File: config.mk
export PLATFORM = sky130hd
export DESIGN_NAME = mac_accum
export DESIGN_NICKNAME = d
export VERILOG_FILES = /design/src/rtl/mac_accum_pkg.sv /design/src/rtl/mac_accum_wallace.sv /design/src/rtl/mac_accum.sv
export SDC_FILE = /design/constraint.sdc
export NUM_CORES = 1
export LEC_CHECK = 0
export BUFFER_PORTS_ARGS = -buffer_cell sky130_fd_sc_hd__buf_4
export CELL_PAD_IN_SITES_DETAIL_PLACEMENT = 0
export CELL_PAD_IN_SITES_GLOBAL_PLACEMENT = 1
export CORE_MARGIN = 8
export CORE_UTILIZATION = 50
export DETAILED_ROUTE_END_ITERATION = 10
export PLACE_DENSITY_LB_ADDON = 0.1
export SYNTH_ARGS = -nofsm -noshare
export SYNTH_HDL_FRONTEND = slang
export SYNTH_SLANG_ARGS = --single-unit
File: constraint.sdc
create_clock -name clk -period 12.35 [get_ports clk]
set_input_delay 3.0875 -clock clk [delete_from_list [all_inputs] [get_ports clk]]
set_output_delay 3.0875 -clock clk [all_outputs]
set_load 0.02 [all_outputs]
File: src/rtl/mac_accum_pkg.sv
// Shared types and widths for the streaming multiply-accumulate unit.
package mac_accum_pkg;
  localparam int OP_W   = 8;
  localparam int PROD_W = 16;

  typedef enum logic [1:0] {
    ACC   = 2'd0,
    FLUSH = 2'd1,
    OUT   = 2'd2
  } state_e;
endpackage

File: src/rtl/mac_accum_wallace.sv
// 8x8 unsigned combinational multiplier; partial products reduced into one sum.
module Wallace (
  input  logic [7:0]  ina,
  input  logic [7:0]  inb,
  output logic [15:0] result_out
);
  logic [15:0] pp [8];

  always_comb begin
    for (int i = 0; i < 8; i++) begin
      pp[i] = inb[i] ? (16'(ina) << i) : 16'd0;
    end
  end

  assign result_out = ((pp[0] + pp[1]) + (pp[2] + pp[3])) +
                      ((pp[4] + pp[5]) + (pp[6] + pp[7]));
endmodule

File: src/rtl/mac_accum.sv
// Streaming multiply-accumulate: 3-stage pipeline (operands, product, accumulate)
// summing products per frame, with a valid/ready result port.
module mac_accum
  import mac_accum_pkg::*;
#(
  parameter int ACC_W = 20,
  parameter int CNT_W = 8
) (
  input  logic             clk,
  input  logic             rst_n,
  input  logic             in_valid,
  output logic             in_ready,
  input  logic [7:0]       in_a,
  input  logic [7:0]       in_b,
  input  logic             in_last,
  output logic             out_valid,
  input  logic             out_ready,
  output logic [ACC_W-1:0] out_acc,
  output logic [CNT_W-1:0] out_count,
  output logic             out_ovf
);
  state_e              state, state_nx;
  logic [2:1]          vld_pipe, last_pipe;
  logic [OP_W-1:0]     op_a, op_b;
  logic [PROD_W-1:0]   mul, prod;
  logic [ACC_W-1:0]    acc;
  logic [CNT_W-1:0]    cnt, cnt_inc;
  logic                ovf;
  logic [ACC_W:0]      sum;
  logic                accept, close;

  assign in_ready = (state == ACC) && rst_n;
  assign accept   = in_valid && in_ready;
  assign close    = vld_pipe[2] && last_pipe[2];
  // Extra top bit of the sum is the carry that feeds the sticky overflow.
  assign sum      = {1'b0, acc} + (ACC_W+1)'(prod);
  assign cnt_inc  = (&cnt) ? cnt : cnt + 1'b1;

  Wallace u_mul (
    .ina        (op_a),
    .inb        (op_b),
    .result_out (mul)
  );

  always_comb begin
    state_nx  = state;
    out_valid = 1'b0;
    case (state)
      ACC:   if (accept && in_last) state_nx = FLUSH;
      FLUSH: if (close) state_nx = OUT;
      OUT: begin
        out_valid = 1'b1;
        if (out_ready) state_nx = ACC;
      end
      default: state_nx = ACC;
    endcase
  end

  always_ff @(posedge clk) begin
    if (!rst_n) begin
      state     <= ACC;
      vld_pipe  <= '0;
      last_pipe <= '0;
      op_a      <= '0;
      op_b      <= '0;
      prod      <= '0;
      acc       <= '0;
      cnt       <= '0;
      ovf       <= 1'b0;
      out_acc   <= '0;
      out_count <= '0;
      out_ovf   <= 1'b0;
    end else begin
      state     <= state_nx;
      vld_pipe  <= {vld_pipe[1], accept};
      last_pipe <= {last_pipe[1], accept && in_last};
      if (accept) begin
        op_a <= in_a;
        op_b <= in_b;
      end
      if (vld_pipe[1]) prod <= mul;
      if (vld_pipe[2]) begin
        if (last_pipe[2]) begin
          out_acc   <= sum[ACC_W-1:0];
          out_count <= cnt_inc;
          out_ovf   <= ovf | sum[ACC_W];
          acc       <= '0;
          cnt       <= '0;
          ovf       <= 1'b0;
        end else begin
          acc <= sum[ACC_W-1:0];
          cnt <= cnt_inc;
          ovf <= ovf | sum[ACC_W];
        end
      end
    end
  end
endmodule

==> flow_metrics.tcl, run 1 <==
set metrics [dict create \
    slew_headroom_pct 31.6 \
    p_leak_nw 3.24 \
    grt_usage_pct 18.0 \
    crit_chain "buf_4 -> inv_2 -> nor3_1 -> buf_4" \
    viasPerCell 5.53 \
    path_class "in -> out" \
    crit_top_cell "buf_4" \
    path_max_fanout 51 \
    clk_latency_ns 0.35 \
    grt_pass1_vias 5206 \
    yosysTopAreaCell "dfxtp_1" \
    synth_top_cell_area_share_pct 29.2 \
    synth-edff-count 0 \
    area_delta_synth_final_pct 10.3 \
    cts_setup_buffers 0 \
    synth_cell_type_count 67 \
    hold_viol_final 0 \
    htree_levels 3 \
    numCtsBuffers 9 \
    synthFlopType "dfxtp_1" \
    worst_pin_slew_ns 1.02 \
    cts-hold-fix-buffers 0 \
    synth_fp_nets 864 \
    io_pins 52 \
    placeableCoreArea_mm2 0.0131 \
    clock_path_buffers 2 \
    cts.sinks 96 \
    netlist_area_mm2 0.00659 \
    setup_violations 0 \
    cpPeakStageDelay_ns 0.42 \
    yosys_warnings 0 \
    min_path_type "reg -> reg" \
    yosys-top-cells-area "dfxtp_1, fa_1, ha_1" \
    hp-start "last_pipe[1]$_SDFF_PN0_" \
    rows 42 \
    syn_inst 756 \
    grt_pass1_wl_um 25000 \
    synth_area_per_cell_um2 8.72 \
    rrSetupSlack_ns 7.91 \
    nets 891 \
    hold_path_depth 1 \
    clock_skew_ns 0.0108 \
    end_kind "output port" \
    synth_commonest_cells "dfxtp_1, nand2_1, nor2_1" \
    gp_congestion 0.815 \
    insertedDiodeCount 0 \
    min_to "last_pipe[2]$_SDFF_PN0_" \
    drt_iter0_drc 323 \
    die_w_um 131 \
    hpwl_um 10600 \
    slew_violations 0 \
    ir_drop_mv 0.0597 \
    critical_path_required_ns 9.26 \
    initial_utilization_pct 50.4 \
    min_period_over_period_pct 57.4 \
    r2r_start "op_a[2]$_SDFFE_PN0P_" \
    worstPathArrival_ns 4.01 \
    fmax_mhz 141 \
    rsz0062_at_grt "no" \
    reg2reg_depth 15 \
    cap_violations 0 \
    total_power_mw 0.686 \
    wl_um 14400 \
    fp.dieH_um 131 \
    power.density_mw_per_mm2 94.2 \
    yosysMostFrequentCell "dfxtp_1" \
    crit_slowest_cell "buf_4" \
    portBuffers 51 \
    cts_tree "yes" \
    die_area_mm2 0.0171 \
    synth_seq_cells 96 \
    tns_ns 0 \
    grt_max_degree 69 \
    status "complete, no violations" \
    async_reset_ff_share_pct 0 \
    layout-drive-gt1-share_pct 11.2 \
    vias 5330 \
    drc 0 \
    start_kind "input pin" \
    ys_seq_area_share_pct 29.2 \
    fin_crit_ns 7.09 \
    root_buffer "clkbuf_16" \
    final_antenna_net_count 0 \
    globalRouteOverflowTotal 0 \
    cts.clk_slew.worst_paths_ns 0.07 \
    cts_resized 0 \
    avgRoutedWirePerCell_um 15.0 \
    fillers 1222 \
    r2r_end "prod[15]$_SDFFE_PN0P_" \
    drtPass1Iterations 5 \
    antenna_found_initial 0 \
]
flip-flops by register name, summed over array words and instances (netlist names):
register and count:
out_count 8, out_acc 20, state 2, acc 20
op_b 8, out_ovf 1, vld_pipe 2, ovf 1
last_pipe 2, op_a 8, prod 16, cnt 8
worst max path at each step:
stage	from	end	slack, ns	cells after the start
floorplan	rst_n	in_ready	5.59	2
global placement	rst_n	in_ready	5.27	4
detailed placement	rst_n	in_ready	5.25	4
CTS	rst_n	in_ready	5.24	4
global route	rst_n	in_ready	5.14	4
finish	rst_n	in_ready	5.26	4
cell type report:
type	count	area [um2]	share of cell area [%]
inverters	44	165	2.27
repair buffers	55	413	5.68
well taps	176	220	3.03
clock inverters	5	42.5	0.585
flip-flops and latches	96	1920	26.4
multi-input cells	577	4280	58.8
clock buffers	11	233	3.20
power breakdown:
| group | internal [mW] | switching, mW | total, mW |
|---|---|---|---|
| Combinational | 0.0363 | 0.0468 | 0.0831 |
| Sequential | 0.320 | 0.0199 | 0.340 |
| Clock | 0.139 | 0.124 | 0.262 |
| Total | 0.495 | 0.190 | 0.686 |
worst max-delay path: cells and delay by family:
family | cells | cell delay [ns]
buf+inv | 3 | 0.69
simple gates | 1 | 0.22
logic make-up (layout without fill, tap and decap cells):
group | Yosys count | count (layout) | share of synthesized area [%]
flip-flops | 96 | 96 | 29.2
multiplexers | 14 | 14 | 2.13
XOR/XNOR | 19 | 19 | 2.52
AO/OA/AOI/OAI | 158 | 158 | 16.5
AND/OR/NAND/NOR | 299 | 299 | 22.8
adder cells (fa/ha/maj) | 87 | 87 | 21.0
buffers and inverters | 83 | 115 | 5.94
per-stage QoR:
stage	area [um2]	util [%]	std cells	hold WS (ns)	setup slack, ns
floorplan	6590	-	756	0.412	5.59
global placement	7000	53.5	948	0.425	5.27
detailed placement	7000	53.5	948	0.418	5.25
CTS	7270	55.6	964	0.438	5.24
global route	7270	55.6	964	0.458	5.14
finish	7270	55.6	964	0.435	5.26
cell usage in the layout (no fill, tap or decap), drive strengths merged, types with 4 or more instances in the layout:
cell type	instances
a211oi	10
a21o	12
a21oi	43
a22oi	6
a311oi	4
a31o	5
a31oi	6
and2	56
and3	13
buf	55
clkbuf	11
dfxtp	96
fa	39
ha	48
inv	45
mux2i	14
nand2	84
nand2b	5
nand3	22
nand3b	6
nand4	4
nand4b	4
nor2	67
nor3	14
nor3b	5
o211ai	9
o21a	7
o21ai	31
o311ai	4
or3	8
xnor2	9
xor2	10
routing by layer:
| layer | track usage, % | part of all wire (%) | vias up |
|---|---|---|---|
| met1 | 24.9 | 50 | 2551 |
| met3 | 2.88 | 3.5 | 11 |
| met5 | 0 | 0 | - |
| met2 | 28.8 | 46 | 91 |
| met4 | 4.46 | 0.89 | 0 |
| li1 | - | - | 2677 |
No activity file was read; power rests on OpenSTA's default activity.
==> run 2, diff against run 1 <==
--- a/config.mk
+++ b/config.mk
@@ -5,11 +5,12 @@
 export SDC_FILE = /design/constraint.sdc
 export NUM_CORES = 1
 export LEC_CHECK = 0
+export ABC_AREA = 1
 export BUFFER_PORTS_ARGS = -buffer_cell sky130_fd_sc_hd__buf_4
 export CELL_PAD_IN_SITES_DETAIL_PLACEMENT = 0
 export CELL_PAD_IN_SITES_GLOBAL_PLACEMENT = 1
 export CORE_MARGIN = 8
-export CORE_UTILIZATION = 50
+export CORE_UTILIZATION = 44
 export DETAILED_ROUTE_END_ITERATION = 10
 export PLACE_DENSITY_LB_ADDON = 0.1
 export SYNTH_ARGS = -nofsm -noshare
==> constraint.sdc (replaced) <==
create_clock -name clk -period 7.3 [get_ports clk]
set_input_delay 1.825 -clock clk [delete_from_list [all_inputs] [get_ports clk]]
set_output_delay 1.825 -clock clk [all_outputs]
set_load 0.02 [all_outputs]
==> run 2 against run 1 <==
Compared with the run above:
- register-to-register slack lost 4.9 ns
- global-route usage shrank 1.8 points
- area after synthesis is essentially flat
- first-iteration DRC count shrank 37%
- clock-buffer cell count shrank 2
- worst hold slack lost 0.025 ns
- critical endpoint unchanged
- largest cell class unchanged
==> flow_metrics.tcl, run 2 <==
set metrics [dict create \
    status "complete, no violations" \
    clock_path_buffers 2 \
    synthFlopType "dfxtp_1" \
    p_leak_nw 4.03 \
    synth_fp_nets 1037 \
    total_power_mw 1.23 \
    min_path_type "reg -> reg" \
    yosysMostFrequentCell "nand2_1" \
    final_antenna_net_count 0 \
    hpwl_um 11600 \
    yosysTopAreaCell "dfxtp_1" \
    vias 5607 \
    cts.clk_slew.worst_paths_ns 0.07 \
    die_area_mm2 0.0191 \
    cts_resized 0 \
    worst_pin_slew_ns 0.727 \
    antenna_found_initial 0 \
    initial_utilization_pct 45.2 \
    fin_crit_ns 4.71 \
    portBuffers 51 \
    gp_congestion 0.865 \
    cpPeakStageDelay_ns 0.57 \
    yosys-top-cells-area "dfxtp_1, nand2_1, fa_1" \
    synth_seq_cells 96 \
    drc 0 \
    cap_violations 0 \
    cts-hold-fix-buffers 0 \
    layout-drive-gt1-share_pct 8.94 \
    cts_tree "yes" \
    clock_skew_ns 0.00904 \
    netlist_area_mm2 0.00659 \
    nets 1065 \
    synth_commonest_cells "nand2_1, inv_1, dfxtp_1" \
    crit_top_cell "buf_4" \
    synth_area_per_cell_um2 7.09 \
    synth_top_cell_area_share_pct 29.2 \
    fmax_mhz 212 \
    slew_headroom_pct 51.4 \
    crit_chain "buf_4 -> inv_2 -> nor3_2 -> buf_4" \
    viasPerCell 4.89 \
    root_buffer "clkbuf_16" \
    dpl-instance-area_mm2 0.00708 \
    slew_violations 0 \
    grt_max_degree 40 \
    grt_usage_pct 16.3 \
    whs_ns 0.411 \
    power.density_mw_per_mm2 166 \
    clk_latency_ns 0.35 \
    ys_seq_area_share_pct 29.2 \
    tns_ns 0 \
    instances_no_fill 1146 \
    avgRoutedWirePerCell_um 13.0 \
    htree_levels 3 \
    numCtsBuffers 9 \
    synth_cell_type_count 35 \
    synth-edff-count 0 \
    cts.sinks 96 \
    dp_cells 1130 \
    syn_inst 929 \
    ir_drop_mv 0.129 \
    worstPathArrival_ns 2.88 \
    placeableCoreArea_mm2 0.0146 \
    io_pins 52 \
    crit_slowest_cell "inv_2" \
    drtPass1Iterations 4 \
    rows 44 \
    path_class "in -> out" \
    wl_um 14900 \
    postLayoutCellArea_mm2 0.00741 \
    globalRouteOverflowTotal 0 \
    setup_violations 0 \
    min_period_over_period_pct 64.5 \
    hold_viol_final 0 \
    critical_path_required_ns 5.48 \
    die_w_um 138 \
    mostFrequentLayoutCell "nand2_1" \
    final_cell_mix "nand2_1, inv_1, dfxtp_1" \
    fp.dieH_um 138 \
    drt_iter0_drc 205 \
    grt_pass1_wl_um 26400 \
    yosys_warnings 0 \
    cts_setup_buffers 0 \
    end_kind "output port" \
    path_max_fanout 39 \
    grt_pass1_vias 5638 \
    fillers 1454 \
    insertedDiodeCount 0 \
    rsz0062_at_grt "no" \
    start_kind "input pin" \
    area_delta_synth_final_pct 12.4 \
    async_reset_ff_share_pct 0 \
    biggestRegsByFlops "acc (20), out_acc (20), prod (16)" \
]
[run 2: worst max-delay path: cells and delay by family]
family / cells / cell delay [ns]
AND/OR/NAND/NOR: 1 / 0.09
buffers and inverters: 3 / 0.96
[run 2: final cells by class]
| class | instances | area, um2 | share of cell area (%) |
|---|---|---|---|
| multi-input cells | 649 | 3970 | 53.6 |
| flip-flops and latches | 96 | 1920 | 26.0 |
| inverters | 146 | 548 | 7.40 |
| repair buffers | 55 | 413 | 5.58 |
| well taps | 184 | 230 | 3.11 |
| clock buffers | 9 | 225 | 3.04 |
| clock inverters | 7 | 101 | 1.37 |
[run 2: final timing paths]
check / startpoint / end / slack (ns) / depth (start not counted)
hold / removal: last_pipe[1]$_SDFF_PN0_ / last_pipe[2]$_SDFF_PN0_ / 0.41 / 2
setup reg to reg: op_b[7]$_SDFFE_PN0P_ / prod[14]$_SDFFE_PN0P_ / 3.01 / 20
setup / recovery: rst_n / in_ready / 2.59 / 4
hold reg to reg: last_pipe[1]$_SDFF_PN0_ / last_pipe[2]$_SDFF_PN0_ / 0.41 / 2
[run 2: where the power goes]
part	switching [mW]	leakage (nW)	internal, mW
clock network	0.219	0.158	0.304
registers	0.0277	0.780	0.539
logic	0.0829	3.09	0.0530
[run 2: logic make-up after synthesis]
group	share of synthesized area, %
adder cells (fa/ha/maj)	21.0
XOR/XNOR	2.13
AO/OA/AOI/OAI	9.34
flip-flops	29.2
buffers and inverters	10.7
AND/OR/NAND/NOR	27.7
[run 2: metal layers]
metal  vias up  track usage, %  routed length [um]
met3        21            3.42                 447
met2        63            29.7                7610
met5         -               0                   0
met1      2554            18.5                6540
met4         0            5.03                 315
li1       2969               -                   -
[run 2: through the flow]
step	setup slack (ns)	util, %
final	2.59	50.8
after global routing	2.49	50.8
after CTS	2.55	50.8
after detailed placement	2.55	48.5
after global placement	2.56	48.5
after floorplan	3.18	-
==> run 3, diff against run 2 <==
--- a/config.mk
+++ b/config.mk
@@ -10,7 +10,7 @@
 export CELL_PAD_IN_SITES_DETAIL_PLACEMENT = 0
 export CELL_PAD_IN_SITES_GLOBAL_PLACEMENT = 1
 export CORE_MARGIN = 8
-export CORE_UTILIZATION = 44
+export CORE_UTILIZATION = 40
 export DETAILED_ROUTE_END_ITERATION = 10
 export PLACE_DENSITY_LB_ADDON = 0.1
 export SYNTH_ARGS = -nofsm -noshare
==> constraint.sdc (replaced) <==
create_clock -name clk -period 4.2 [get_ports clk]
set_input_delay 1.05 -clock clk [delete_from_list [all_inputs] [get_ports clk]]
set_output_delay 1.05 -clock clk [all_outputs]
set_load 0.02 [all_outputs]
==> run 3 against run 2 <==
Compared with the run above:
- first-iteration DRC count is 8.8% higher
- non-clock buffer count grew 22
- critical path type is now reg -> reg
- clock skew is 0.0015 ns higher
- critical endpoint is now prod[14]$_SDFFE_PN0P_
- total power increased by 72%
- worst setup slack lost 2.4 ns
- via count hardly changed
==> flow_metrics.tcl, run 3 (same netlist as run 2, synthesis figures left out) <==
set metrics [dict create \
    slew_headroom_pct 50.0 \
    start_kind "flip-flop" \
    final_antenna_net_count 0 \
    antenna_found_initial 0 \
    r2r_start "op_b[7]$_SDFFE_PN0P_" \
    worstPathArrival_ns 4.21 \
    wl_um 15800 \
    path_class "reg -> reg" \
    tns_ns 0 \
    use_met3_pct 2.81 \
    cap_violations 0 \
    hpwl_um 12400 \
    cts_resized 0 \
    critical_path_required_ns 4.45 \
    cts_setup_buffers 0 \
    p_leak_nw 4.13 \
    portBuffers 51 \
    power.density_mw_per_mm2 275 \
    grtUsageMet2_pct 30.4 \
    cts_tree "yes" \
    critical_path.startpoint "op_b[7]$_SDFFE_PN0P_" \
    min_period_over_period_pct 94.4 \
    pre_cts_ws_ns 0.0507 \
    clock_path_buffers 2 \
    worst_slack_ns 0.237 \
    io_pins 52 \
    status "complete, no violations" \
    postLayoutCellArea_mm2 0.00765 \
    fin_crit_ns 3.96 \
    fmax_mhz 252 \
    vias 5606 \
    die_area_mm2 0.0208 \
    hp-start "last_pipe[1]$_SDFF_PN0_" \
    cts.clk_slew.worst_paths_ns 0.07 \
    initial_utilization_pct 40.3 \
    placeableCoreArea_mm2 0.0163 \
    grt-busiest-layer "met2" \
    clock_skew_ns 0.0106 \
    drtPass1Iterations 4 \
    setup_violations 0 \
    die_w_um 144 \
    slew_violations 0 \
    hold_viol_final 0 \
    min_path_type "reg -> reg" \
    globalRouteOverflowTotal 0 \
    rsz0062_at_grt "yes" \
    grt_pass1_wl_um 27300 \
    grt_pass1_vias 5763 \
    layout-drive-gt1-share_pct 12.5 \
    avgRoutedWirePerCell_um 13.1 \
    worst_pin_slew_ns 0.749 \
    clk_latency_ns 0.36 \
    grt_usage_pct 16.5 \
    instances_no_fill 1204 \
    dp_cells 1188 \
    insertedDiodeCount 0 \
    grt_max_degree 39 \
    viasPerCell 4.66 \
    nets 1087 \
    area_delta_synth_final_pct 16.1 \
    gr-usage-met1_pct 19.3 \
    cts.sinks 96 \
    end_kind "flip-flop" \
    drt_iter0_drc 223 \
    root_buffer "clkbuf_16" \
    mostFrequentLayoutCell "nand2_1" \
    final_cell_mix "nand2_1, inv_1, dfxtp_1" \
    drc 0 \
    htree_levels 3 \
    numCtsBuffers 9 \
    ir_drop_mv 0.208 \
    path_max_fanout 5 \
    cts-hold-fix-buffers 0 \
    fp.dieH_um 144 \
    final_util_pct 46.8 \
    rows 47 \
    gp_congestion 0.853 \
    dpl-instance-area_mm2 0.00729 \
    biggestRegsByFlops "acc (20), out_acc (20), prod (16)" \
]
run 3: final timing paths:
path / slack [ns] / cells after the start / to
worst max-delay path: 0.24 / 20 / prod[14]$_SDFFE_PN0P_
worst min-delay path: 0.41 / 2 / last_pipe[2]$_SDFF_PN0_
worst min register to register: 0.41 / 2 / last_pipe[2]$_SDFF_PN0_
worst max register to register: 0.24 / 20 / prod[14]$_SDFFE_PN0P_
run 3: cell type report:
cell class	instances	area, um2
fill	1755	8700
multi-input combinational	649	4010
sequential	96	1940
timing repair buffer	77	578
inverter	146	548
tap	220	275
clock buffer	9	225
clock inverter	7	78.8
run 3: report_power, final:
part / switching, mW / internal, mW
Sequential: 0.0323 / 0.939
Clock: 0.383 / 0.468
Combinational: 0.168 / 0.116
Total: 0.583 / 1.52
run 3: worst max-delay path, cell delays in order (launching register included):
cell     delay (ns)
dfxtp_4        0.36
nand2_1        0.06
inv_1          0.05
fa_1           0.52
inv_1          0.06
fa_1           0.53
inv_1          0.05
fa_1           0.53
inv_1          0.05
fa_1           0.52
inv_1          0.06
ha_4           0.26
nand2_1        0.06
nand2_1        0.06
or2_4          0.25
nand2_1        0.05
nand3_1        0.07
nand2_1        0.07
nand2_1        0.04
o21ai_1        0.15
inv_1          0.04
run 3: metal layers:
metal  share of wire, %  vias to the layer above
met5                  0                        -
met4                1.1                        0
met3                2.6                       11
met2                 50                       51
met1                 46                     2546
li1                   -                     2998
run 3: stage by stage:
stage                     hold slack [ns]  power [mW]
after global routing                0.441        2.22
after CTS                           0.416        2.14
after floorplan                     0.390        1.17
final                               0.414        2.11
after global placement              0.400        1.27
after detailed placement            0.398        1.27
